`src/rtl/if_id_stage.sv`:
```
// Instruction-fetch stage with IF/ID pipeline register for the pipelined MIPS core.
// Owns the PC, handles stall/flush/redirect and halts fetch past the populated store.
module if_id_stage #(
    parameter logic [31:0] RESET_PC   = 32'h0000_0000,
    parameter int          INST_WORDS = 60
) (
    input  logic        clk,
    input  logic        reset,
    input  logic        stall_i,
    input  logic        flush_i,
    input  logic        redirect_i,
    input  logic [31:0] redirect_pc,
    output logic [31:0] imem_addr,
    input  logic [31:0] imem_data,
    output logic [31:0] ifid_inst,
    output logic [31:0] ifid_pc,
    output logic [31:0] ifid_pc4,
    output logic        ifid_valid,
    output logic        halted,
    output logic [31:0] fetch_count
);

    localparam logic [0:0]  ST_RUN   = 1'b0;
    localparam logic [0:0]  ST_HALT  = 1'b1;
    localparam logic [31:0] PC_LIMIT = 32'(INST_WORDS * 4);
    localparam logic [31:0] NOP      = 32'h0000_0000;

    logic [0:0]  state_q, state_d;
    logic [31:0] pc_q, pc_d;
    logic [31:0] inst_q, inst_d;
    logic [31:0] ifid_pc_q, ifid_pc_d;
    logic [31:0] ifid_pc4_q, ifid_pc4_d;
    logic        valid_q, valid_d;
    logic [31:0] count_q, count_d;
    logic [31:0] pc_plus4;

    // Low address bits of a redirect target are discarded on purpose.
    logic unused_redirect_bits;
    assign unused_redirect_bits = &{1'b0, redirect_pc[1:0]};

    assign pc_plus4 = pc_q + 32'd4;

    // Rules are evaluated in strict priority; a bubble keeps ifid_pc/ifid_pc4.
    always_comb begin
        // NOTE: every next-state signal gets a hold default first so no latch is inferred.
        state_d    = state_q;
        pc_d       = pc_q;
        inst_d     = inst_q;
        ifid_pc_d  = ifid_pc_q;
        ifid_pc4_d = ifid_pc4_q;
        valid_d    = valid_q;
        count_d    = count_q;

        if (redirect_i) begin
            pc_d    = {redirect_pc[31:2], 2'b00};
            inst_d  = NOP;
            valid_d = 1'b0;
            state_d = ST_RUN;
        end else if (state_q == ST_HALT) begin
            inst_d  = NOP;
            valid_d = 1'b0;
        end else if (pc_q >= PC_LIMIT) begin
            inst_d  = NOP;
            valid_d = 1'b0;
            state_d = ST_HALT;
        end else if (stall_i && flush_i) begin
            inst_d  = NOP;
            valid_d = 1'b0;
        end else if (stall_i) begin
            // PC and IF/ID both hold, valid bit included.
        end else if (flush_i) begin
            pc_d    = pc_plus4;
            inst_d  = NOP;
            valid_d = 1'b0;
        end else begin
            inst_d     = imem_data;
            ifid_pc_d  = pc_q;
            ifid_pc4_d = pc_plus4;
            valid_d    = 1'b1;
            pc_d       = pc_plus4;
            count_d    = count_q + 32'd1;
        end
    end

    always_ff @(posedge clk or posedge reset) begin
        if (reset) begin
            state_q    <= ST_RUN;
            pc_q       <= RESET_PC;
            inst_q     <= NOP;
            ifid_pc_q  <= 32'h0;
            ifid_pc4_q <= 32'h0;
            valid_q    <= 1'b0;
            count_q    <= 32'h0;
        end else begin
            // NOTE: sequential state uses non-blocking assignments so all registers update together.
            state_q    <= state_d;
            pc_q       <= pc_d;
            inst_q     <= inst_d;
            ifid_pc_q  <= ifid_pc_d;
            ifid_pc4_q <= ifid_pc4_d;
            valid_q    <= valid_d;
            count_q    <= count_d;
        end
    end

    assign imem_addr   = pc_q;
    assign ifid_inst   = inst_q;
    assign ifid_pc     = ifid_pc_q;
    assign ifid_pc4    = ifid_pc4_q;
    assign ifid_valid  = valid_q;
    assign halted      = (state_q == ST_HALT);
    assign fetch_count = count_q;

endmodule

```
`config.mk`:
```
export PLATFORM = sky130hd
export DESIGN_NAME = if_id_stage
export DESIGN_NICKNAME = d
export VERILOG_FILES = /design/src/rtl/if_id_stage.sv
export SDC_FILE = /design/constraint.sdc
export NUM_CORES = 1
export LEC_CHECK = 0
export BUFFER_PORTS_ARGS = -buffer_cell sky130_fd_sc_hd__buf_2
export CORE_ASPECT_RATIO = 1.5
export CORE_UTILIZATION = 45
export DETAILED_ROUTE_END_ITERATION = 10
export GPL_ROUTABILITY_DRIVEN = 1
export PLACE_DENSITY = 0.84
export SLEW_MARGIN = 15
export SYNTH_ARGS = -nofsm -noshare
export SYNTH_HDL_FRONTEND = slang
export SYNTH_SLANG_ARGS = --single-unit
```
`constraint.sdc`:
```
create_clock -name clk -period 8.35 [get_ports clk]
set_input_delay 1.2525 -clock clk [delete_from_list [all_inputs] [get_ports clk]]
set_output_delay 1.2525 -clock clk [all_outputs]
set_load 0.01 [all_outputs]
```
---- Yosys cells after proc, flatten, opt, wreduce, memory -nomap -nowiden ----
Index checks and enable logic that the tools add are counted.
storage, ports and cells
  output and inout bits ................... 162
  bits in registers ....................... 162
operators by class
  order comparisons ....................... 1
  reduce and logical (&&, ||, !) cells .... 3
  $add $sub $neg .......................... 2
  bitwise gates (word level) .............. 6
  mux-type cells .......................... 20
  equality and inequality tests ........... 5
operators by type and width
  operator                                                            count
  two-way mux 32 bit                                                  11
  adder 32 x 1 -> 32 bit, second input constant                       1
  adder 32 x 3 -> 32 bit, second input constant                       1
  greater-or-equal comparator 32 x 8 -> 1 bit, second input constant  1
  two-way mux 1 bit                                                   9
  != test 2 bit, second input constant                                3
  NOT 1 bit                                                           6
  AND reduction 6 bit                                                 1
  != test 5 x 1 -> 1 bit, second input constant                       1
  AND reduction 4 bit                                                 1
  != test 2 x 1 -> 1 bit, second input constant                       1
  logical AND 1 bit                                                   1

---- Logic depth before layout (Yosys ltp) ----
Gate-level depths: netlist of run 1.
  depth after elaboration ................. 6
  gate-level depth with buffers ........... 9
  gate-level depth less buffers ........... 6

---- Worst setup path after synthesis of run 1 ----
OpenSTA, ideal clock, no wires.
  kind .................................... input-to-reg
  start point ............................. input stall_i
  end point ............................... register ifid_pc4_q[4] (netlist: ifid_pc4[4])
  stages .................................. 8
  setup time .............................. 0.122 ns
  arrival ................................. 2.479 ns
  required time ........................... 8.228 ns
  buffers on the path ..................... 4
  setup slack ............................. 5.748 ns
  cells stage by stage .................... clkbuf_1 and4b_1 and3_1 buf_4 buf_6 buf_8 nor2_1 a21oi_2
on the way
  word-level cells in the longest chain between the ends .. 3
  elaborated cells between the ends (all ways) .. 4
  classes of those cells .................. bitwise (2); reduce/logical (2)
RTL lines
  what                             line  source
  from (decl)                      9     input logic stall_i,
  logical AND 1 bit                66    end else if (stall_i && flush_i) begin
  NOT 1 bit (no line)              -
  AND reduction 6 bit (no line) *  -
  to (signal assigned)             100   ifid_pc4_q <= ifid_pc4_d;
  to (decl)                        32    logic [31:0] ifid_pc4_q, ifid_pc4_d;
Mark *: on every way between the ends. The rest lies on a longest branch, timed or not.
A chain may end at the register's enable or synchronous reset.

---- Worst setup path in the final report of run 1 ----
  start point ............................. input stall_i
  end point ............................... register ifid_pc4_q[3] (netlist: ifid_pc4[3])
Same word-level chain as after synthesis.

==> results.cfg, run 1 <==
[die]
core.rowCount = 52
core_area_um2 = 13470
dieWidth_um = 98.04
top_level_ports = 231
dieArea_um2 = 14320
die-height_um = 146.1
floorplan.initialDensity_pct = 46.23

[placement]
portbufs = 222
postPlaceCellArea_um2 = 7423
gp_congestion = 0.7621
dpl.hpwl_mm = 10.01

[layout]
design_area_um2 = 8001
layout_commonest_cell = sky130_fd_sc_hd__buf_2
post_route_cells_drive_above_1_share_pct = 42.32
final_nets = 775
antenna-diode-count = 0
layout_common_cells = sky130_fd_sc_hd__buf_2, sky130_fd_sc_hd__dfrtp_1, sky130_fd_sc_hd__nor2b_1
layout-area-overhead-vs-synth_pct = 28.52

[worst_setup_path]
r2r-start = imem_addr[8]$_DFFE_PP0P_
crit_path_end_kind = flop
cp.buffers_inverters = 2
worst_path_max_delay_cell = sky130_fd_sc_hd__buf_4
cp_data_required_time_ns = 8.65
cp_max_fo = 67
cpPeakStageDelay_ns = 0.61
worst-endpoint-arrival_ns = 3.48
worstRegToRegCells = 5
timing_worst_setup_path_type = input pin to flop
critical_path.cell_chain = buf_2, and4b_1, and3_2, buf_4, mux2_2
timing.critical_path.from_type = input pin
r2r_setup_slack_ns = 5.58
crit_family = buffers and inverters
regToRegEndpoint = ifid_pc4[3]$_DFFE_PP0P_

[global_routing]
grt_usage_pct = 20.95
grt.overflow.total = 0
wire_length_of_the_first_global_routing_pass_mm = 23.14
grt_pass1_vias = 4514
grt_max_degree = 85
antenna_found_initial = 0

[pwr]
static-leakage-power_nw = 4.469
max-vdd-ir-drop_mv = 0.1480
power_per_cell_area_nw_per_um2 = 205.6

[outcome]
failed_checks = design-rule violations
outcome = finished, violations left

[synthesis]
ys_types = 34
synth_largest_type_area_fraction_pct = 62.70
synthTopCellsByArea = sky130_fd_sc_hd__dfrtp_1, sky130_fd_sc_hd__mux2_2, sky130_fd_sc_hd__mux2i_1, sky130_fd_sc_hd__nor2b_1, sky130_fd_sc_hd__xnor2_1
syn_area_per_cell_um2 = 12.94
synth_seq_area_share_pct = 62.70
synth_largest_area_cell = sky130_fd_sc_hd__dfrtp_1
ys.warnings.count = 0
mappedNetlistArea_um2 = 6226
post_syn_instances = 481
synth.ff_latch_count = 156

[sta]
fmax_mhz = 314.0
finalWorstPathRequiredPeriod_ns = 3.184
slew_viol_final = 0
max-slew-margin-rel_pct = 35.11
post-route-period-util_pct = 38.14
totalNegativeSetupSlack_ns = 0
worstMarginPinSlew_ns = 0.9734
grt_setup_unrepaired = false
report.final.hold_viol_count = 0
timing.final.setup_violations = 0
clock_skew_ns = 0.008318

[hold_path]
min-delay-path-class = flop to flop
hp-start = fetch_count[31]$_DFFE_PP0P_
worst_hold_path.endpoint = fetch_count[31]$_DFFE_PP0P_
min_delay_path_depth = 1

[detailed_routing]
final_wirelength_mm = 14.49
routed-via-count = 4402
postRouteAntennaNets = 0
route.detailed.drc = 8
detail_route.vias_per_cell = 5.014
drt-pass1-iter-count = 7
wl_per_cell_um = 16.51
drt_first_iter_violations = 131

[clock_tree]
maximum_clock_path_buffer_count = 2
clock_tree.root_cell = sky130_fd_sc_hd__clkbuf_16
cts.sinks = 156
clkSlewWorstSetupHoldPaths_ns = 0.07
htree_levels = 4
cts_made_buffers = 17
cts_hold_repair.buffers = 0
worstSkewPairLatency_ns = 0.41
postCtsSetupRepairBufs = 0
number_of_gates_resized_after_cts = 0
tritoncts = yes

[flow_run]
cap_violations = 0
==> power by group <==
part           total [mW]  leakage (nW)  switching (mW)  internal [mW]
combinational      0.0961          2.08          0.0531         0.0430
sequential          0.786          2.11          0.0159          0.770
clock               0.763         0.283           0.340          0.423
total                1.65          4.47           0.409           1.24
==> per-layer routing <==
layer	GRT usage, %	wire length, µm	up-vias
met1	25.48	5890	2161
met4	8.030	256	0
met5	0	0	-
met2	35.35	7468	166
li1	-	-	2057
met3	5.697	877	18
==> state kept, by name (all words and copies together) (netlist names) <==
signal,cells
ifid_pc,30
fetch_count,32
imem_addr,30
ifid_valid,1
halted,1
ifid_inst,32
ifid_pc4,30
==> worst max path at each step <==
stage / slack, ns / end / start / cells past startpoint
finish: 5.17 / ifid_pc4[3]$_DFFE_PP0P_ / stall_i / 5
CTS: 5.16 / ifid_pc4[3]$_DFFE_PP0P_ / stall_i / 5
floorplan: 2.89 / fetch_count[0]$_DFFE_PP0P_ / reset / 1
detailed placement: 4.71 / ifid_pc[3]$_DFFE_PP0P_ / stall_i / 5
global route: 5.02 / fetch_count[3]$_DFFE_PP0P_ / stall_i / 6
global placement: 4.73 / ifid_pc4[3]$_DFFE_PP0P_ / stall_i / 5
==> kinds of logic (layout without fill, tap and decap cells) <==
kind of cell	Yosys count	count (layout)	synth area share, %
compound gates	16	16	1.708
xor+xnor	39	39	5.607
fa+ha+maj	3	3	0.6030
buf+inv	33	263	2.994
flops	156	156	62.70
mux	65	65	11.11
other cells	1	6	0.06023
simple gates	168	168	15.21
==> Yosys cell counts (all sizes together) <==
cell and instances:
xnor2 26, nand4b 1, nor2 43, nor3 7
ha 3, o21ai 6, a21oi 9, nor3b 1
nand3 16, and3 10, nor4 6, conb 1
mux2i 32, dfrtp 156, nor2b 48, mux2 33
nor4bb 1, and4 9, nand4 8, a41oi 1
nand2 17, buf 17, xor2 13, and4b 1
inv 6, clkbuf 10
==> cell type report <==
type | instances | area, µm²
fill | 1105 | 5466
sequential | 156 | 3904
timing repair buffer | 225 | 1134
clock inverter | 15 | 152.6
multi-input combinational | 297 | 2156
inverter | 6 | 27.53
clock buffer | 17 | 425.4
tap | 162 | 202.7
==> per-stage QoR <==
stage	setup WS, ns	hold WS, ns	cells	power [mW]	util, %
after floorplan	2.891	0.5039	486	0.8548	-
after global placement	4.729	0.4567	846	0.8942	55.12
after detailed placement	4.710	0.4582	846	0.8973	55.12
after CTS	5.164	0.4682	878	1.667	59.41
after global routing	5.022	0.4811	878	1.707	59.41
final	5.166	0.4625	878	1.645	59.41
(Power assumes the default switching activity.)
==> run 2, diff against run 1 <==
--- a/config.mk
+++ b/config.mk
@@ -5,12 +5,13 @@
 export SDC_FILE = /design/constraint.sdc
 export NUM_CORES = 1
 export LEC_CHECK = 0
+export ABC_AREA = 1
 export BUFFER_PORTS_ARGS = -buffer_cell sky130_fd_sc_hd__buf_2
 export CORE_ASPECT_RATIO = 1.5
 export CORE_UTILIZATION = 45
 export DETAILED_ROUTE_END_ITERATION = 10
 export GPL_ROUTABILITY_DRIVEN = 1
-export PLACE_DENSITY = 0.84
+export PLACE_DENSITY = 0.82
 export SLEW_MARGIN = 15
 export SYNTH_ARGS = -nofsm -noshare
 export SYNTH_HDL_FRONTEND = slang
==> constraint.sdc (replaced) <==
create_clock -name clk -period 3.17 [get_ports clk]
set_input_delay 0.4755 -clock clk [delete_from_list [all_inputs] [get_ports clk]]
set_output_delay 0.4755 -clock clk [all_outputs]
set_load 0.01 [all_outputs]
==> run 2 against run 1 <==
  * The flow now finishes without violations
  * Wire length is 15% higher
  * Sequential power grew to 2.6 times the previous value
  * Worst hold slack got worse by 0.34 ns
  * Synthesized area up 12%
  * Total power grew to 2.6 times the previous value
  * Global-route usage is 0.68 points higher
  * Non-clock buffer count rose by 7
  * Core utilization shrank 1.1 points
  * Clock power rose to 2.6 times the previous value
  * Final cell count is 48% higher
  * Critical path depth rose by 5
  * Sequential cell count unchanged
  * Critical path type is now flop to flop
  * Largest cell class unchanged
  * Highest routed layer unchanged
==> results.cfg, run 2 <==
[global_routing]
grt_max_degree = 64
antenna_found_initial = 0
grt_pass1_vias = 5840
grt_usage_pct = 21.62
wire_length_of_the_first_global_routing_pass_mm = 27.65
grt.overflow.total = 0

[pwr]
static-leakage-power_nw = 4.803
power_per_cell_area_nw_per_um2 = 483.1
max-vdd-ir-drop_mv = 0.2822

[clock_tree]
maximum_clock_path_buffer_count = 2
worstSkewPairLatency_ns = 0.42
number_of_gates_resized_after_cts = 0
postCtsSetupRepairBufs = 0
clkSlewWorstSetupHoldPaths_ns = 0.07
cts_made_buffers = 17
clock_tree.root_cell = sky130_fd_sc_hd__clkbuf_16
htree_levels = 4
cts_hold_repair.buffers = 0
tritoncts = yes
cts.sinks = 156

[sta]
clock_skew_ns = 0.009003
worstMarginPinSlew_ns = 0.6553
report.final.hold_viol_count = 0
max-slew-margin-rel_pct = 55.85
timing.final.setup_violations = 0
totalNegativeSetupSlack_ns = 0
post-route-period-util_pct = 68.35
grt_setup_unrepaired = false
slew_viol_final = 0
fmax_mhz = 461.5
finalWorstPathRequiredPeriod_ns = 2.167

[detailed_routing]
route.detailed.drc = 0
detail_route.vias_per_cell = 4.700
postRouteAntennaNets = 0
routed-via-count = 6101
final_wirelength_mm = 16.60
wl_per_cell_um = 12.79
drt_first_iter_violations = 245
drt-pass1-iter-count = 6

[worst_setup_path]
setup.worst_path.start = imem_addr[14]$_DFFE_PP0P_
worst-endpoint-arrival_ns = 2.52
cpPeakStageDelay_ns = 0.40
critical_path.cell_chain = inv_1, nand2_1, nor2_1, nand3_1, nor2_2, nand2_4, clkinv_2, buf_4, nand2_1, nand2_1
r2r_setup_slack_ns = 1.00
crit_family = simple AND/OR/NAND/NOR gates
critical-path-top-cell-by-count = sky130_fd_sc_hd__nand2_1
regToRegEndpoint = fetch_count[4]$_DFFE_PP0P_
timing.critical_path.to = fetch_count[4]$_DFFE_PP0P_
worst_path_max_delay_cell = sky130_fd_sc_hd__dfrtp_1
cp_data_required_time_ns = 3.52
critical_path_cell_count = 10
timing_worst_setup_path_type = flop to flop
cp.buffers_inverters = 3
r2r-start = imem_addr[14]$_DFFE_PP0P_
cp_max_fo = 34
worstRegToRegCells = 10
timing.critical_path.from_type = flop
crit_path_end_kind = flop

[die]
core.rowCount = 55
floorplan.initialDensity_pct = 46.04
dieArea_um2 = 16000
core_area_um2 = 15140
top_level_ports = 231
die-height_um = 154.4
dieWidth_um = 103.6

[synthesis]
synth_largest_type_area_fraction_pct = 56.00
ys_dominant_reg_cell = sky130_fd_sc_hd__dfrtp_1
ys_types = 24
synth.ff_latch_count = 156
yosysMostFrequentCell = sky130_fd_sc_hd__nand2_1
synth_seq_area_share_pct = 56.00
post_syn_instances = 866
asyncSetResetFlopFracSynth_pct = 100.0
synth_largest_area_cell = sky130_fd_sc_hd__dfrtp_1
syn_area_per_cell_um2 = 8.049
synth_enable_flop_cells = 0
ys.warnings.count = 0
synthTopCellsByCount = sky130_fd_sc_hd__nand2_1, sky130_fd_sc_hd__dfrtp_1, sky130_fd_sc_hd__inv_1
mappedNetlistArea_um2 = 6970
synthTopCellsByArea = sky130_fd_sc_hd__dfrtp_1, sky130_fd_sc_hd__nand2_1, sky130_fd_sc_hd__inv_1, sky130_fd_sc_hd__nor2_1, sky130_fd_sc_hd__o21ai_0

[layout]
antenna-diode-count = 0
layout-area-overhead-vs-synth_pct = 26.58
layout_commonest_cell = sky130_fd_sc_hd__nand2_1
final_nets = 1158
post_route_cells_drive_above_1_share_pct = 24.48
layout.filler_cells = 1387
design_area_um2 = 8823
layout_common_cells = sky130_fd_sc_hd__nand2_1, sky130_fd_sc_hd__buf_2, sky130_fd_sc_hd__dfrtp_1

[placement]
dpl.hpwl_mm = 12.15
gp_congestion = 0.8860
postPlaceCellArea_um2 = 8252
portbufs = 222

[hold_path]
min-delay-path-class = input pin to async pin

[flow_run]
cap_violations = 0

[outcome]
outcome = finished clean
## run 2: cell types whose count changed after synthesis, moves of 9 or more
cell and change:
sky130_fd_sc_hd__and4_1 -9, sky130_fd_sc_hd__nor2b_1 -48, sky130_fd_sc_hd__nand2_1 +260, sky130_fd_sc_hd__inv_1 +120, sky130_fd_sc_hd__nand3_1 +41, sky130_fd_sc_hd__nor2_1 +66, sky130_fd_sc_hd__o21ai_0 +57, sky130_fd_sc_hd__xnor2_1 -18
sky130_fd_sc_hd__and3_1 -10, sky130_fd_sc_hd__mux2i_1 -32, sky130_fd_sc_hd__mux2_2 -33
## run 2: final cells by class
type                    instances  area (µm²)  share of cell area, %
clock buffers                  17       425.4                  4.821
multi-input cells             551        2390                  27.08
well taps                     199       249.0                  2.822
flip-flops and latches        156        3904                  44.24
clock inverters                15       146.4                  1.659
inverters                     128       485.5                  5.502
repair buffers                232        1224                  13.87
## run 2: cell families (layout without fill, tap and decap cells)
group	count (synthesis)	after routing	synth area share [%]
flip-flops	156	156	56.00
AO/OA/AOI/OAI	64	64	4.595
AND/OR/NAND/NOR	462	462	26.82
XOR/XNOR	16	16	2.010
other	1	6	0.05380
buffers and inverters	164	392	9.980
adder cells (fa/ha/maj)	3	3	0.5386
## run 2: worst reg2reg max path, cell delays in order, from the launching register on
cell                       delay [ns]
sky130_fd_sc_hd__dfrtp_1         0.40
sky130_fd_sc_hd__inv_1           0.06
sky130_fd_sc_hd__nand2_1         0.04
sky130_fd_sc_hd__nor2_1          0.23
sky130_fd_sc_hd__nand3_1         0.13
sky130_fd_sc_hd__nor2_2          0.25
sky130_fd_sc_hd__nand2_4         0.07
sky130_fd_sc_hd__clkinv_2        0.37
sky130_fd_sc_hd__buf_4           0.39
sky130_fd_sc_hd__nand2_1         0.09
sky130_fd_sc_hd__nand2_1         0.07
## run 2: report_power, final
part | leakage (nW) | switching, mW | internal (mW)
sequential | 1.84 | 0.0359 | 2.03
combinational | 2.69 | 0.150 | 0.0948
clock | 0.275 | 0.909 | 1.05
## run 2: layer usage
metal / vias to the layer above / global-route usage, % / wire length [µm]
met1: 2765 / 24.21 / 6410
li1: 3059 / - / -
met5: - / 0 / 0
met3: 49 / 4.846 / 969
met4: 0 / 10.90 / 571
met2: 228 / 38.57 / 8644
## run 2: worst min-delay path by stage
stage,startpoint,to,slack [ns]
floorplan,ifid_pc4[5]$_DFFE_PP0P_,ifid_pc4[5]$_DFFE_PP0P_,0.52
global placement,ifid_pc4[3]$_DFFE_PP0P_,ifid_pc4[3]$_DFFE_PP0P_,0.46
detailed placement,ifid_pc4[5]$_DFFE_PP0P_,ifid_pc4[5]$_DFFE_PP0P_,0.46
CTS,reset,ifid_inst[4]$_DFFE_PP0P_,0.13
global route,reset,ifid_inst[18]$_DFFE_PP0P_,0.16
finish,reset,ifid_inst[18]$_DFFE_PP0P_,0.13
## run 2: metrics by stage
stage                     std cells  total power, mW  hold WS, ns  setup slack (ns)  util [%]
after floorplan                 871            2.232       0.5155            0.7216         -
after global placement         1266            2.341       0.4623             1.050     54.50
after detailed placement       1266            2.348       0.4649            0.9910     54.50
after CTS                      1298            4.310       0.1314            0.9677     58.28
after global routing           1298            4.433       0.1561            0.7800     58.28
final                          1298            4.262       0.1259             1.003     58.28
==> run 3, diff against run 2 <==
==> constraint.sdc (replaced) <==
create_clock -name clk -period 2.2 [get_ports clk]
set_input_delay 0.33 -clock clk [delete_from_list [all_inputs] [get_ports clk]]
set_output_delay 0.33 -clock clk [all_outputs]
set_load 0.01 [all_outputs]
==> run 3 against run 2 <==
  * Global-route usage grew 0.53 points
  * Sequential power grew 44%
  * Non-clock buffer count rose by 3
  * Sequential cell count unchanged
  * Final area grew 0.88%
  * Setup slack worse by 0.72 ns
==> results.cfg, run 3 (same netlist as run 2, synthesis figures left out) <==
[clock_tree]
postCtsSetupRepairBufs = 0
worstSkewPairLatency_ns = 0.43
htree_levels = 4
number_of_gates_resized_after_cts = 0
maximum_clock_path_buffer_count = 2
clock_tree.root_cell = sky130_fd_sc_hd__clkbuf_16
tritoncts = yes
cts.sinks = 156
cts_hold_repair.buffers = 0
clkSlewWorstSetupHoldPaths_ns = 0.07
cts_made_buffers = 17

[global_routing]
grt_pass1_vias = 5892
grt.overflow.total = 0
antenna_found_initial = 0
grt_max_degree = 97
wire_length_of_the_first_global_routing_pass_mm = 28.19
grt_usage_pct = 22.15

[sta]
post-route-period-util_pct = 87.11
grt_setup_unrepaired = false
worstMarginPinSlew_ns = 0.6926
worst_hold_slack_ns = 0.02366
max-slew-margin-rel_pct = 53.34
fmax_mhz = 521.8
clock_skew_ns = 0.01420
timing.final.setup_violations = 0
report.final.hold_viol_count = 0
slew_viol_final = 0
finalWorstPathRequiredPeriod_ns = 1.916

[die]
core.rowCount = 55
dieArea_um2 = 16000
dieWidth_um = 103.6
core_area_um2 = 15140
floorplan.initialDensity_pct = 46.04
die-height_um = 154.4
top_level_ports = 231

[pwr]
pwr-share-comb_pct = 5.6
p_switching_mw = 1.611
clock_network_fraction_of_total_power_pct = 47.2
static-leakage-power_nw = 4.834
switching_share_pct = 25.62
seq_power_share_pct = 47.2
power_per_cell_area_nw_per_um2 = 706.4
internal_power_mw = 4.677
max-vdd-ir-drop_mv = 0.4511

[flow_run]
cap_violations = 0

[layout]
final_core_util_pct = 58.79
layout_common_cells = sky130_fd_sc_hd__nand2_1, sky130_fd_sc_hd__buf_2, sky130_fd_sc_hd__dfrtp_1
layout-area-overhead-vs-synth_pct = 27.70
final_nets = 1161
post_route_cells_drive_above_1_share_pct = 24.68
layout_commonest_cell = sky130_fd_sc_hd__nand2_1
antenna-diode-count = 0

[detailed_routing]
detail_route.vias_per_cell = 4.706
routed-via-count = 6122
final_wirelength_mm = 17.20
route.detailed.drc = 0
wl_per_cell_um = 13.22
postRouteAntennaNets = 0
drt_first_iter_violations = 246
drt-pass1-iter-count = 5

[hold_path]
min-delay-path-class = input pin to async pin

[outcome]
outcome = finished clean

[worst_setup_path]
worst-endpoint-arrival_ns = 2.22
crit_path_end_kind = flop
timing.critical_path.from_type = flop
cp_data_required_time_ns = 2.50
cp_max_fo = 54
timing_worst_setup_path_type = flop to flop

[placement]
portbufs = 222
dpl.hpwl_mm = 12.46
gp_congestion = 0.9235
## run 3: cell types whose count changed in the layout (fill, tap and decap cells not counted), sizes merged
cell,before,now
inv,134,133
buf,232,235
bufinv,0,1
## run 3: worst max-delay path: stages, from the launching register on
cell                      delay, ns
sky130_fd_sc_hd__dfrtp_1       0.40
sky130_fd_sc_hd__inv_1         0.06
sky130_fd_sc_hd__nand2_1       0.04
sky130_fd_sc_hd__nor2_1        0.22
sky130_fd_sc_hd__nand3_1       0.13
sky130_fd_sc_hd__nor2_2        0.25
sky130_fd_sc_hd__nand2_4       0.07
sky130_fd_sc_hd__buf_4         0.29
sky130_fd_sc_hd__o21ai_0       0.24
sky130_fd_sc_hd__nand2_1       0.07
## run 3: final timing paths
check,from,endpoint,slack (ns),cells after the start
setup / recovery,imem_addr[15]$_DFFE_PP0P_,fetch_count[5]$_DFFE_PP0P_,0.28,9
hold / removal,reset,ifid_inst[31]$_DFFE_PP0P_,0.02,3
setup reg to reg,imem_addr[15]$_DFFE_PP0P_,fetch_count[5]$_DFFE_PP0P_,0.28,9
hold reg to reg,ifid_pc[3]$_DFFE_PP0P_,ifid_pc[3]$_DFFE_PP0P_,0.48,2
max in group asynchronous,reset,imem_addr[6]$_DFFE_PP0P_,1.69,3
min in group clk,redirect_pc[21],imem_addr[21]$_DFFE_PP0P_,0.10,3
## run 3: area by class of cell
type,count,area (µm²)
timing repair buffer,235,1271
clock inverter,15,176.4
sequential,156,3904
fill,1413,6238
clock buffer,17,425.4
multi-input combinational,551,2390
tap,199,249.0
inverter,128,485.5
## run 3: metal layers
metal,vias up,global-route usage (%),part of all wire [%]
li1,3064,-,-
met1,2827,24.41,39
met2,202,40.62,53
met3,29,5.310,5.3
met4,0,9.179,2.4
met5,-,0,0
## run 3: power groups by stage
stage          clock network [mW]  logic [mW]  registers [mW]
2_1_floorplan                   0       0.174            3.04
3_3_place_gp                    0       0.350            3.02
3_5_place_dp                    0       0.356            3.02
4_1_cts                      3.03       0.357            2.97
5_1_grt                      3.17       0.401            2.98
6_report                     2.97       0.351            2.97
## run 3: through the flow
stage          power (mW)  cells  setup WS (ns)  TNS (ns)  instance area, µm²
3_5_place_dp        3.380   1269         0.3273         0                8299
3_3_place_gp        3.371   1269         0.3991         0                8299
4_1_cts             6.357   1301         0.3044         0                8901
2_1_floorplan       3.217    871        -0.1029    -16.05                6993
5_1_grt             6.545   1301        0.09722         0                8901
6_report            6.288   1301         0.2835         0                8901
